## src/rtl/alu_branch_unit_pkg.sv

```systemverilog
// rtl/alu_branch_unit_pkg.sv - shared ALU class and control-code constants
// Used by the execute stage and by core-level main control and branch logic.
package alu_branch_unit_pkg;

  localparam int XLEN = 32;

  localparam logic [2:0] ALUOP_ADD    = 3'b000;
  localparam logic [2:0] ALUOP_BRANCH = 3'b001;
  localparam logic [2:0] ALUOP_RTYPE  = 3'b010;
  localparam logic [2:0] ALUOP_ITYPE  = 3'b011;

  localparam logic [3:0] ALU_AND  = 4'b0000;
  localparam logic [3:0] ALU_OR   = 4'b0001;
  localparam logic [3:0] ALU_ADD  = 4'b0010;
  localparam logic [3:0] ALU_SUB  = 4'b0110;
  localparam logic [3:0] ALU_SLT  = 4'b0111;
  localparam logic [3:0] ALU_SLTU = 4'b1000;
  localparam logic [3:0] ALU_XOR  = 4'b1001;
  localparam logic [3:0] ALU_SLL  = 4'b1010;
  localparam logic [3:0] ALU_SRL  = 4'b1011;
  localparam logic [3:0] ALU_SRA  = 4'b1100;

  localparam logic [2:0] F3_BEQ  = 3'b000;
  localparam logic [2:0] F3_BNE  = 3'b001;
  localparam logic [2:0] F3_BLT  = 3'b100;
  localparam logic [2:0] F3_BGE  = 3'b101;
  localparam logic [2:0] F3_BLTU = 3'b110;
  localparam logic [2:0] F3_BGEU = 3'b111;

endpackage

```

## src/rtl/alu_branch_unit_core.sv

```systemverilog
// rtl/alu_branch_unit_core.sv - integer ALU datapath: ctrl, Ra, Rb -> Rc, Z
// Unknown control codes yield a zero result.
module alu_core
  import alu_branch_unit_pkg::*;
#(
  parameter int XLEN = alu_branch_unit_pkg::XLEN
) (
  input  logic [3:0]      ctrl_i,
  input  logic [XLEN-1:0] ra_i,
  input  logic [XLEN-1:0] rb_i,
  output logic [XLEN-1:0] rc_o,
  output logic            z_o
);

  logic [4:0] shamt;
  logic       lt_signed;
  logic       lt_unsigned;

  assign shamt       = rb_i[4:0];
  assign lt_signed   = $signed(ra_i) < $signed(rb_i);
  assign lt_unsigned = ra_i < rb_i;

  always_comb begin
    rc_o = '0;
    case (ctrl_i)
      ALU_AND:  rc_o = ra_i & rb_i;
      ALU_OR:   rc_o = ra_i | rb_i;
      ALU_ADD:  rc_o = ra_i + rb_i;
      ALU_SUB:  rc_o = ra_i - rb_i;
      ALU_SLT:  rc_o = {{(XLEN-1){1'b0}}, lt_signed};
      ALU_SLTU: rc_o = {{(XLEN-1){1'b0}}, lt_unsigned};
      ALU_XOR:  rc_o = ra_i ^ rb_i;
      ALU_SLL:  rc_o = ra_i << shamt;
      ALU_SRL:  rc_o = ra_i >> shamt;
      ALU_SRA:  rc_o = $signed(ra_i) >>> shamt;
      default:  rc_o = '0;
    endcase
  end

  assign z_o = (rc_o == '0);

endmodule

```

## src/rtl/alu_branch_unit.sv

```systemverilog
// rtl/alu_branch_unit.sv - execute stage: ALU decode, compute, branch decision
// REG_OUT selects combinational or one-cycle registered outputs.
module alu_branch_unit
  import alu_branch_unit_pkg::*;
#(
  parameter int XLEN    = alu_branch_unit_pkg::XLEN,
  parameter bit REG_OUT = 1'b0
) (
  input  logic            i_clk,
  input  logic            i_rst,
  input  logic [2:0]      i_ALUOp,
  input  logic [2:0]      i_Funct3,
  input  logic [6:0]      i_Funct7,
  input  logic [XLEN-1:0] i_Ra,
  input  logic [XLEN-1:0] i_Rb,
  input  logic            i_Branch,
  output logic [3:0]      o_ALUControlLines,
  output logic [XLEN-1:0] o_Rc,
  output logic            o_Z,
  output logic            o_DoBranch
);

  logic [3:0]      ctrl_d, ctrl_q;
  logic [XLEN-1:0] rc_d, rc_q;
  logic            z_d, z_q;
  logic            db_d, db_q;
  logic            br_cond;

  // Only funct7[5] selects between operations; the rest is opcode/immediate.
  logic unused_funct7;
  assign unused_funct7 = ^{i_Funct7[6], i_Funct7[4:0]};

  always_comb begin
    ctrl_d = ALU_ADD;
    case (i_ALUOp)
      ALUOP_BRANCH: begin
        case (i_Funct3[2:1])
          2'b10:   ctrl_d = ALU_SLT;
          2'b11:   ctrl_d = ALU_SLTU;
          default: ctrl_d = ALU_SUB;
        endcase
      end
      ALUOP_RTYPE, ALUOP_ITYPE: begin
        case (i_Funct3)
          // I-type funct7 bits are immediate, so only R-type may select SUB.
          3'b000:  ctrl_d = (i_ALUOp == ALUOP_RTYPE && i_Funct7[5]) ? ALU_SUB : ALU_ADD;
          3'b001:  ctrl_d = ALU_SLL;
          3'b010:  ctrl_d = ALU_SLT;
          3'b011:  ctrl_d = ALU_SLTU;
          3'b100:  ctrl_d = ALU_XOR;
          3'b101:  ctrl_d = i_Funct7[5] ? ALU_SRA : ALU_SRL;
          3'b110:  ctrl_d = ALU_OR;
          default: ctrl_d = ALU_AND;
        endcase
      end
      default: ctrl_d = ALU_ADD;
    endcase
  end

  alu_core #(.XLEN(XLEN)) u_core (
    .ctrl_i (ctrl_d),
    .ra_i   (i_Ra),
    .rb_i   (i_Rb),
    .rc_o   (rc_d),
    .z_o    (z_d)
  );

  always_comb begin
    br_cond = 1'b0;
    case (i_Funct3)
      F3_BEQ:           br_cond = z_d;
      F3_BNE:           br_cond = ~z_d;
      F3_BLT, F3_BLTU:  br_cond = rc_d[0];
      F3_BGE, F3_BGEU:  br_cond = ~rc_d[0];
      default:          br_cond = 1'b0;
    endcase
  end

  assign db_d = i_Branch & br_cond;

  always_ff @(posedge i_clk) begin
    if (!i_rst) begin
      ctrl_q <= '0;
      rc_q   <= '0;
      z_q    <= 1'b0;
      db_q   <= 1'b0;
    end else begin
      ctrl_q <= ctrl_d;
      rc_q   <= rc_d;
      z_q    <= z_d;
      db_q   <= db_d;
    end
  end

  // With REG_OUT=0 the register bank has no fanout and is trimmed away.
  assign o_ALUControlLines = REG_OUT ? ctrl_q : ctrl_d;
  assign o_Rc              = REG_OUT ? rc_q   : rc_d;
  assign o_Z               = REG_OUT ? z_q    : z_d;
  assign o_DoBranch        = REG_OUT ? db_q   : db_d;

endmodule

```

## config.mk

```make
export PLATFORM = sky130hd
export DESIGN_NAME = alu_branch_unit
export DESIGN_NICKNAME = d
export VERILOG_FILES = /design/src/rtl/alu_branch_unit_pkg.sv /design/src/rtl/alu_branch_unit_core.sv /design/src/rtl/alu_branch_unit.sv
export SDC_FILE = /design/constraint.sdc
export NUM_CORES = 1
export LEC_CHECK = 0
export ABC_AREA = 1
export BUFFER_PORTS_ARGS = -buffer_cell sky130_fd_sc_hd__buf_2
export CAP_MARGIN = 20
export CORE_MARGIN = 3
export CORE_UTILIZATION = 65
export DETAILED_ROUTE_END_ITERATION = 8
export PLACE_DENSITY = 0.94
export SYNTH_ARGS = -nofsm -noshare
export SYNTH_HDL_FRONTEND = slang
export SYNTH_SLANG_ARGS = --single-unit
```

## constraint.sdc

```tcl
create_clock -name vclk -period 14.85
set_input_delay 2.97 -clock vclk [all_inputs]
set_output_delay 2.97 -clock vclk [all_outputs]
set_load 0.005 [all_outputs]
```

# Word-level counts from Yosys, hierarchy flattened
# Index checks and enable logic that the tools add are counted.
# op_classes
reduce_logical,7
n_lt_le_gt_ge,2
muxes,7
shift,3
bitwise,6
add_sub_neg,2
eq_ne,21
# op_table
operator,n
$pmux 32 s10,1
$lt 32x32->1,2
$add 32x32->32,1
$and 32x32->32,1
$logic_not 32->1,1
$or 32x32->32,1
$shl 32x5->32,1
$shr 32x5->32,1
$sshr 32x5->32,1
$sub 32x32->32,1
$xor 32x32->32,1
$pmux 4 s7,1
$eq 4x4->1 const B,5
$pmux 4 s2,2
$eq 3x2->1 const B,4
$eq 3x3->1 const B,4
$eq 4x3->1 const B,2
$eq 3x1->1 const B,2
$mux 3,2
$reduce_or 2->1,3
$eq 2x2->1 const B,2
$eq 4x1->1 const B,1
$eq 4x2->1 const B,1
$logic_not 4->1,1
other kinds (5),6
# word_totals
regBits,0
out_inout_bits,38
wordCells,48

# Logic depth before layout (Yosys ltp)
# Gate-level depths: netlist of run 1.
# logic_depth
word_depth,11
mapped_depth,29
ltp_nobuf,25

# Hierarchy
# Synthesis of run 1 repeated with hierarchy kept, for this count alone.
# unflattened
cells_unflattened,2259
hier_area_um2,10508.8
# modules_own_cells
module,area_per_inst_um2,cells_each,instances
alu_core,10303.6,2214,1
alu_branch_unit,205.2,45,1

# Worst setup path before layout of run 1
# OpenSTA, ideal clock, no wires.
# synth_path
path_type,input-to-output
startpoint,input port i_Rb[4]
endpoint,output port o_DoBranch
setup_slack_ns,6.038
cell_stages,26
t_arrival_ns,5.842
cell_sequence,buf_2 > inv_1 > clkbuf_1 > buf_1 > ha_1 > buf_2 > nor2_1 > nand2_1 > inv_1 > nand2_1 > nand2_1 > nand2_1 > nand2_1 > a21oi_1 > nand2_1 > nand2_1 > nor2_1 > nand3_1 > nor2_1 > nand2_1 > nor2_1 > nand2_1 > o21bai_1 > nand3_1 > nand2_1 > inv_1
# synth_via
elab_chain_cells,6
elab_cells_between_ends,16
cone_classes,add/sub: 2; order compare: 2; shift: 3; mux: 2; bitwise: 6; reduce/logical: 1
# synth_lines
element,line,text
"start, declared",alu_branch_unit.sv:15,"input logic [XLEN-1:0] i_Rb,"
"$lt 32x32->1, or another cell as far along",alu_branch_unit_core.sv:21,assign lt_unsigned = ra_i < rb_i;
$pmux 32 s10 (*),alu_branch_unit_core.sv:25,case (ctrl_i)
named net o_Rc[0],alu_branch_unit.sv:18,"output logic [XLEN-1:0] o_Rc,"
$logic_not 32->1,alu_branch_unit_core.sv:40,assign z_o = (rc_o == '0);
$not 1->1,alu_branch_unit.sv:72,F3_BNE: br_cond = ~z_d;
$pmux 1 s4 (*),alu_branch_unit.sv:70,case (i_Funct3)
$and 1x1->1 (*),alu_branch_unit.sv:79,assign db_d = i_Branch & br_cond;
"end, declared",alu_branch_unit.sv:20,output logic o_DoBranch
# Mark *: on every way through the listed nets, which the timed path passes. The rest lies on a longest branch.

# Worst setup path in the final report of run 1
# layout_path
startpoint,input port i_Rb[2]
endpoint,output port o_DoBranch
# layout_via
elab_chain_cells,6
elab_cells_between_ends,16
cone_classes,add/sub: 2; order compare: 2; shift: 3; mux: 2; bitwise: 6; reduce/logical: 1
# layout_lines
element,line,text
"$sub 32x32->32, or another cell as far along",alu_branch_unit_core.sv:29,ALU_SUB: rc_o = ra_i - rb_i;
$pmux 32 s10 (*),alu_branch_unit_core.sv:25,
$logic_not 32->1,alu_branch_unit_core.sv:40,
$not 1->1,alu_branch_unit.sv:72,
$pmux 1 s4 (*),alu_branch_unit.sv:70,
$and 1x1->1 (*),alu_branch_unit.sv:79,
# Mark *: on every way between the ends. The rest lies on a longest branch, timed or not.

==> results of run 1 <==
cells in the final DEF (no fill, tap or decap), types with 15 or more instances in the layout:
master   netlist  layout
nand2_1     1017    1017
ha_1          97      97
nand4_1       31      31
nand3_1      451     451
buf_4          4      15
inv_1        362     362
nor2_1       268     268
xor2_1        20      20
nor3_1        21      21
buf_2         43     110
o21ai_0       44      44
a21oi_1       66      66
critical path, delay by kind of cell:
kind | cells | cell delay, ps
AOI/OAI and AO/OA | 2 | 640
buffers and inverters | 6 | 1230
and+or+nand+nor | 16 | 2440
adders and majority gates | 1 | 690
cell families after synthesis:
family          synth area share (%)
xor+xnor                        1.55
buf+inv                         16.3
fa+ha+maj                       10.6
simple gates                    65.5
compound gates                  6.13
synthesized netlist by cell type (20+ instances only):
| cell type | instances |
|---|---|
| o21ai_0 | 44 |
| a21oi_1 | 66 |
| nand4_1 | 31 |
| buf_2 | 43 |
| nand2_1 | 1017 |
| buf_1 | 24 |
| ha_1 | 97 |
| nor2_1 | 268 |
| nor3_1 | 21 |
| xor2_1 | 20 |
| clkbuf_1 | 35 |
| inv_1 | 362 |
| nand3_1 | 451 |
area by class of cell:
class              instances  area share (%)
inverters                369            11.3
well taps                225            2.29
repair buffers           125            5.40
multi-input cells       2097            81.0
through the flow:
stage / instances / utilization (%)
after floorplan: 2580 / -
after global placement: 2815 / 69.7
after detailed placement: 2815 / 69.7
after CTS: 2815 / 69.7
after global routing: 2816 / 69.8
final: 2816 / 69.8
how the worst max path moves through the flow:
| stage | slack, ps | endpoint | depth (start not counted) | start |
|---|---|---|---|---|
| after floorplan | 6040 | o_DoBranch | 26 | i_Rb[4] |
| after global placement | 4570 | o_DoBranch | 25 | i_Rb[2] |
| after detailed placement | 4420 | o_DoBranch | 25 | i_Rb[2] |
| after CTS | 4410 | o_DoBranch | 25 | i_Rb[2] |
| after global routing | 3610 | o_DoBranch | 25 | i_Rb[2] |
| final | 3870 | o_DoBranch | 25 | i_Rb[2] |
power by group:
part | internal, mW | switching (mW) | leakage, nW
Combinational | 0.155 | 0.371 | 7.83
Clock | 0 | 0 | 0
Sequential | 0 | 0 | 0
layer usage:
layer | routed length [µm] | track usage, % | up-vias
met1 | 17700 | 59.9 | 7631
met4 | 4860 | 31.8 | 4
met5 | 78 | 2.51 | -
li1 | - | - | 8074
met3 | 8820 | 16.5 | 436
met2 | 21300 | 76.3 | 1512
==> results_dict.tcl, run 1 <==
set metrics [dict create \
    fin_crit_ps 10980 \
    min_period_over_period_pct 73.9 \
    violations "design-rule violations" \
    post_cts_buffers 0 \
    overflow 0 \
    nClkBuffers 0 \
    first_iter_violations 3321 \
    setup_viol 0 \
    synthTopCellsByArea "nand2_1 32%, nand3_1 19%, inv_1 11%" \
    final_area_um2 12300 \
    nFillCells 1848 \
    register_area_um2 0 \
    vias 17657 \
    report.final.slew_viol_count 0 \
    status "finished, violations left" \
    placed_area_um2 12300 \
    core-area_um2 17600 \
    grt_max_degree 75 \
    hold_depth 4 \
    drc_errors 8 \
    worst_path_largest_cell_delay_ps 690 \
    routed_via_density 6.27 \
    ctsResizeCount 0 \
    whs_ps 6200 \
    yosys.area.top_type "nand2_1" \
    cp.arrival_ps 8010 \
    crit_required_ps 11880 \
    design.seq.count 0 \
    antenna-diode-count 0 \
    endpoint_kind "output pin" \
    hold-path-endpoint "o_DoBranch" \
    critPathLaunchType "primary input" \
    io_buffers 110 \
    dieArea_um2 19900 \
    slowest_stage "ha_1" \
    firstDrtPassIters 9 \
    max_freq_mhz 91.1 \
    place_ws_ps 4420 \
    worstMarginPinSlew_ps 1080 \
    multi_input_area_um2 9940 \
    initial_utilization_pct 67.5 \
    dpl.hpwl_um 41000 \
    p_per_area_nw_per_um2 42.8 \
    max-vdd-ir-drop_uv 30.2 \
    syn-num-nets 2759 \
    synth_cells 2580 \
    timing.critical_path.mode_cell "nand2_1" \
    die_w_um 141 \
    final_nets 2772 \
    ys_warn_count 0 \
    syn_to_final_growth_pct 3.32 \
    holdCritPathClass "primary input to output pin" \
    place_congestion 1.19 \
    maxCapViolations 0 \
    wirelength_um 52800 \
    synth.cell_area_um2 11900 \
    die_h_um 141 \
    crit_fanout 74 \
    yosys.area.top_type_share_pct 32.1 \
    grt_pass1_wl_um 80000 \
    hold_viol 0 \
    antenna_found_initial 1 \
    layout_setup_ws_ps 3870 \
    wl_per_cell_um 18.8 \
    worst-setup-path-type "primary input to output pin" \
    holdBufCountCts 0 \
    synth_cell_types 41 \
    ys_seq_area_share_pct 0 \
    core.rowCount 48 \
    ios 118 \
    tns_ps 0 \
    grtUsageTotal_pct 50.0 \
    p_leak_nw 7.83 \
    power_mw 0.526 \
    slew_headroom_pct 27.5 \
    drive_gt1_share_pct 6.60 \
    hold_start "i_Branch" \
    rsz0062_at_grt "false" \
    avgSynthCellArea_um2 4.61 \
    ant_nets 0 \
    grt_pass1_vias 15597 \
]
Note: power is estimated with default switching activity, not from simulation.
==> inputs of run 2 (changes only) <==
Settings changed: CORE_UTILIZATION 65 to 58, PLACE_DENSITY 0.94 to 0.89.
Clock period 14.85 ns to 9.4 ns, I/O delays scaled along.
==> run 2 against run 1 <==
  * The run now ends clean
  * Worst setup slack lost 2400 ps
  * Worst hold slack lost 2200 ps
  * Sequential share of layout area is the same
  * Global-route usage shrank 3.9 points
  * First-iteration DRC count shrank 18%
  * Final area grew 0.45%
  * Non-clock buffer count shrank 1
  * Clock-buffer cell count is the same
  * Utilization shrank 7.4 points
  * Largest cell class unchanged
==> results_dict.tcl, run 2 (synthesis gave the netlist of run 1 again) <==
set metrics [dict create \
    met1_usage_pct 58.4 \
    dieArea_um2 22200 \
    crit_start "i_Rb[0]" \
    nFillCells 2154 \
    nClkBuffers 0 \
    p_per_area_nw_per_um2 67.1 \
    die_h_um 149 \
    crit_required_ps 7520 \
    critPathLaunchType "primary input" \
    slowest_stage "buf_2" \
    layout_commonest_cell "nand2_1" \
    io_buffers 110 \
    met3_usage_pct 10.3 \
    utilization_pct 62.3 \
    core.rowCount 51 \
    fin_crit_ps 7900 \
    final_nets 2771 \
    wirelength_um 53900 \
    routed_via_density 6.15 \
    crit_family "simple AND/OR/NAND/NOR gates" \
    whs_ps 4020 \
    report.final.slew_viol_count 0 \
    busiest_layer "met2" \
    holdCritPathClass "primary input to output pin" \
    register_area_um2 0 \
    post_cts_buffers 0 \
    first_iter_violations 2713 \
    hold-path-endpoint "o_DoBranch" \
    final_cell_mix "1017 x nand2_1, 451 x nand3_1, 362 x inv_1" \
    critPathBufInv 4 \
    endpoint_kind "output pin" \
    syn_to_final_growth_pct 3.78 \
    tns_ps 0 \
    max-vdd-ir-drop_uv 32.7 \
    layout_setup_ws_ps 1500 \
    firstDrtPassIters 8 \
    max_freq_mhz 127 \
    p_leak_nw 7.83 \
    worst-setup-path-type "primary input to output pin" \
    wl_per_cell_um 18.9 \
    worst_path_largest_cell_delay_ps 730 \
    initial_utilization_pct 60.1 \
    grtUsageTotal_pct 46.1 \
    cp.arrival_ps 6020 \
    timing.critical_path.mode_cell "nand2_1" \
    design.seq.count 0 \
    place_inst 2854 \
    ctsResizeCount 0 \
    placed_area_um2 12300 \
    dpl.hpwl_um 42800 \
    setup_viol 0 \
    core-area_um2 19800 \
    grt_pass1_wl_um 81300 \
    holdBufCountCts 0 \
    hold_viol 0 \
    slew_headroom_pct 28.6 \
    drc_errors 0 \
    grt_pass1_vias 15447 \
    vias 17562 \
    crit_fanout 52 \
    drive_gt1_share_pct 6.56 \
    hold_start "i_Branch" \
    maxCapViolations 0 \
    final_area_um2 12300 \
    use_met2_pct 70.2 \
    power_mw 0.828 \
    grt_max_degree 73 \
    worstMarginPinSlew_ps 1070 \
    rsz0062_at_grt "false" \
    status "completed" \
    ant_nets 0 \
    fin_cells 2856 \
    overflow 0 \
    min_period_over_period_pct 84.0 \
    die_w_um 149 \
    path_cells "buf_2 -> ha_1 -> fa_1 -> inv_1 -> nand2_1 -> nand3_1 -> nand2_1 -> nand2_1 -> nand2_1 -> nand2_1 -> a21oi_1 -> nand2_1 -> nand3_1 -> nand3_1 -> nor2_1 -> nand2_1 -> nor2_1 -> nand2_1 -> o21bai_1 -> nand3_1 -> nand2_1 -> inv_1 -> buf_2" \
    ios 118 \
    place_congestion 1.15 \
    hold_depth 4 \
    place_ws_ps 1760 \
    antenna_found_initial 0 \
]
[run 2: changes by cell type in the layout (fill, tap and decap cells not counted), sizes merged]
| cell | previous run | this run |
|---|---|---|
| buf | 125 | 124 |
| diode | 0 | 1 |
[run 2: where the power goes]
part | total [mW] | switching, mW | internal (mW) | leakage (nW)
combinational | 0.828 | 0.585 | 0.243 | 7.83
sequential | 0 | 0 | 0 | 0
clock | 0.00000000397 | 0 | 0.00000000396 | 0.00000702
[run 2: layout make-up]
type / instances / area (µm²) / share of cell area [%]
inverters: 369 / 1390 / 11.3
diodes: 1 / 2.50 / 0.0203
multi-input cells: 2097 / 9950 / 80.7
repair buffers: 124 / 656 / 5.32
well taps: 265 / 332 / 2.69
[run 2: worst max path at each step]
stage / endpoint / slack, ps / depth (start not counted)
2_1_floorplan: o_DoBranch / 2770 / 26
3_3_place_gp: o_DoBranch / 1790 / 23
3_5_place_dp: o_DoBranch / 1760 / 23
4_1_cts: o_DoBranch / 1760 / 23
5_1_grt: o_DoBranch / 1300 / 23
6_report: o_DoBranch / 1500 / 23
[run 2: routing by layer]
metal,vias to the layer above,wire [µm]
met5,-,0
met4,0,4700
met3,350,8320
met2,1480,22200
met1,7657,18600
li1,8075,-
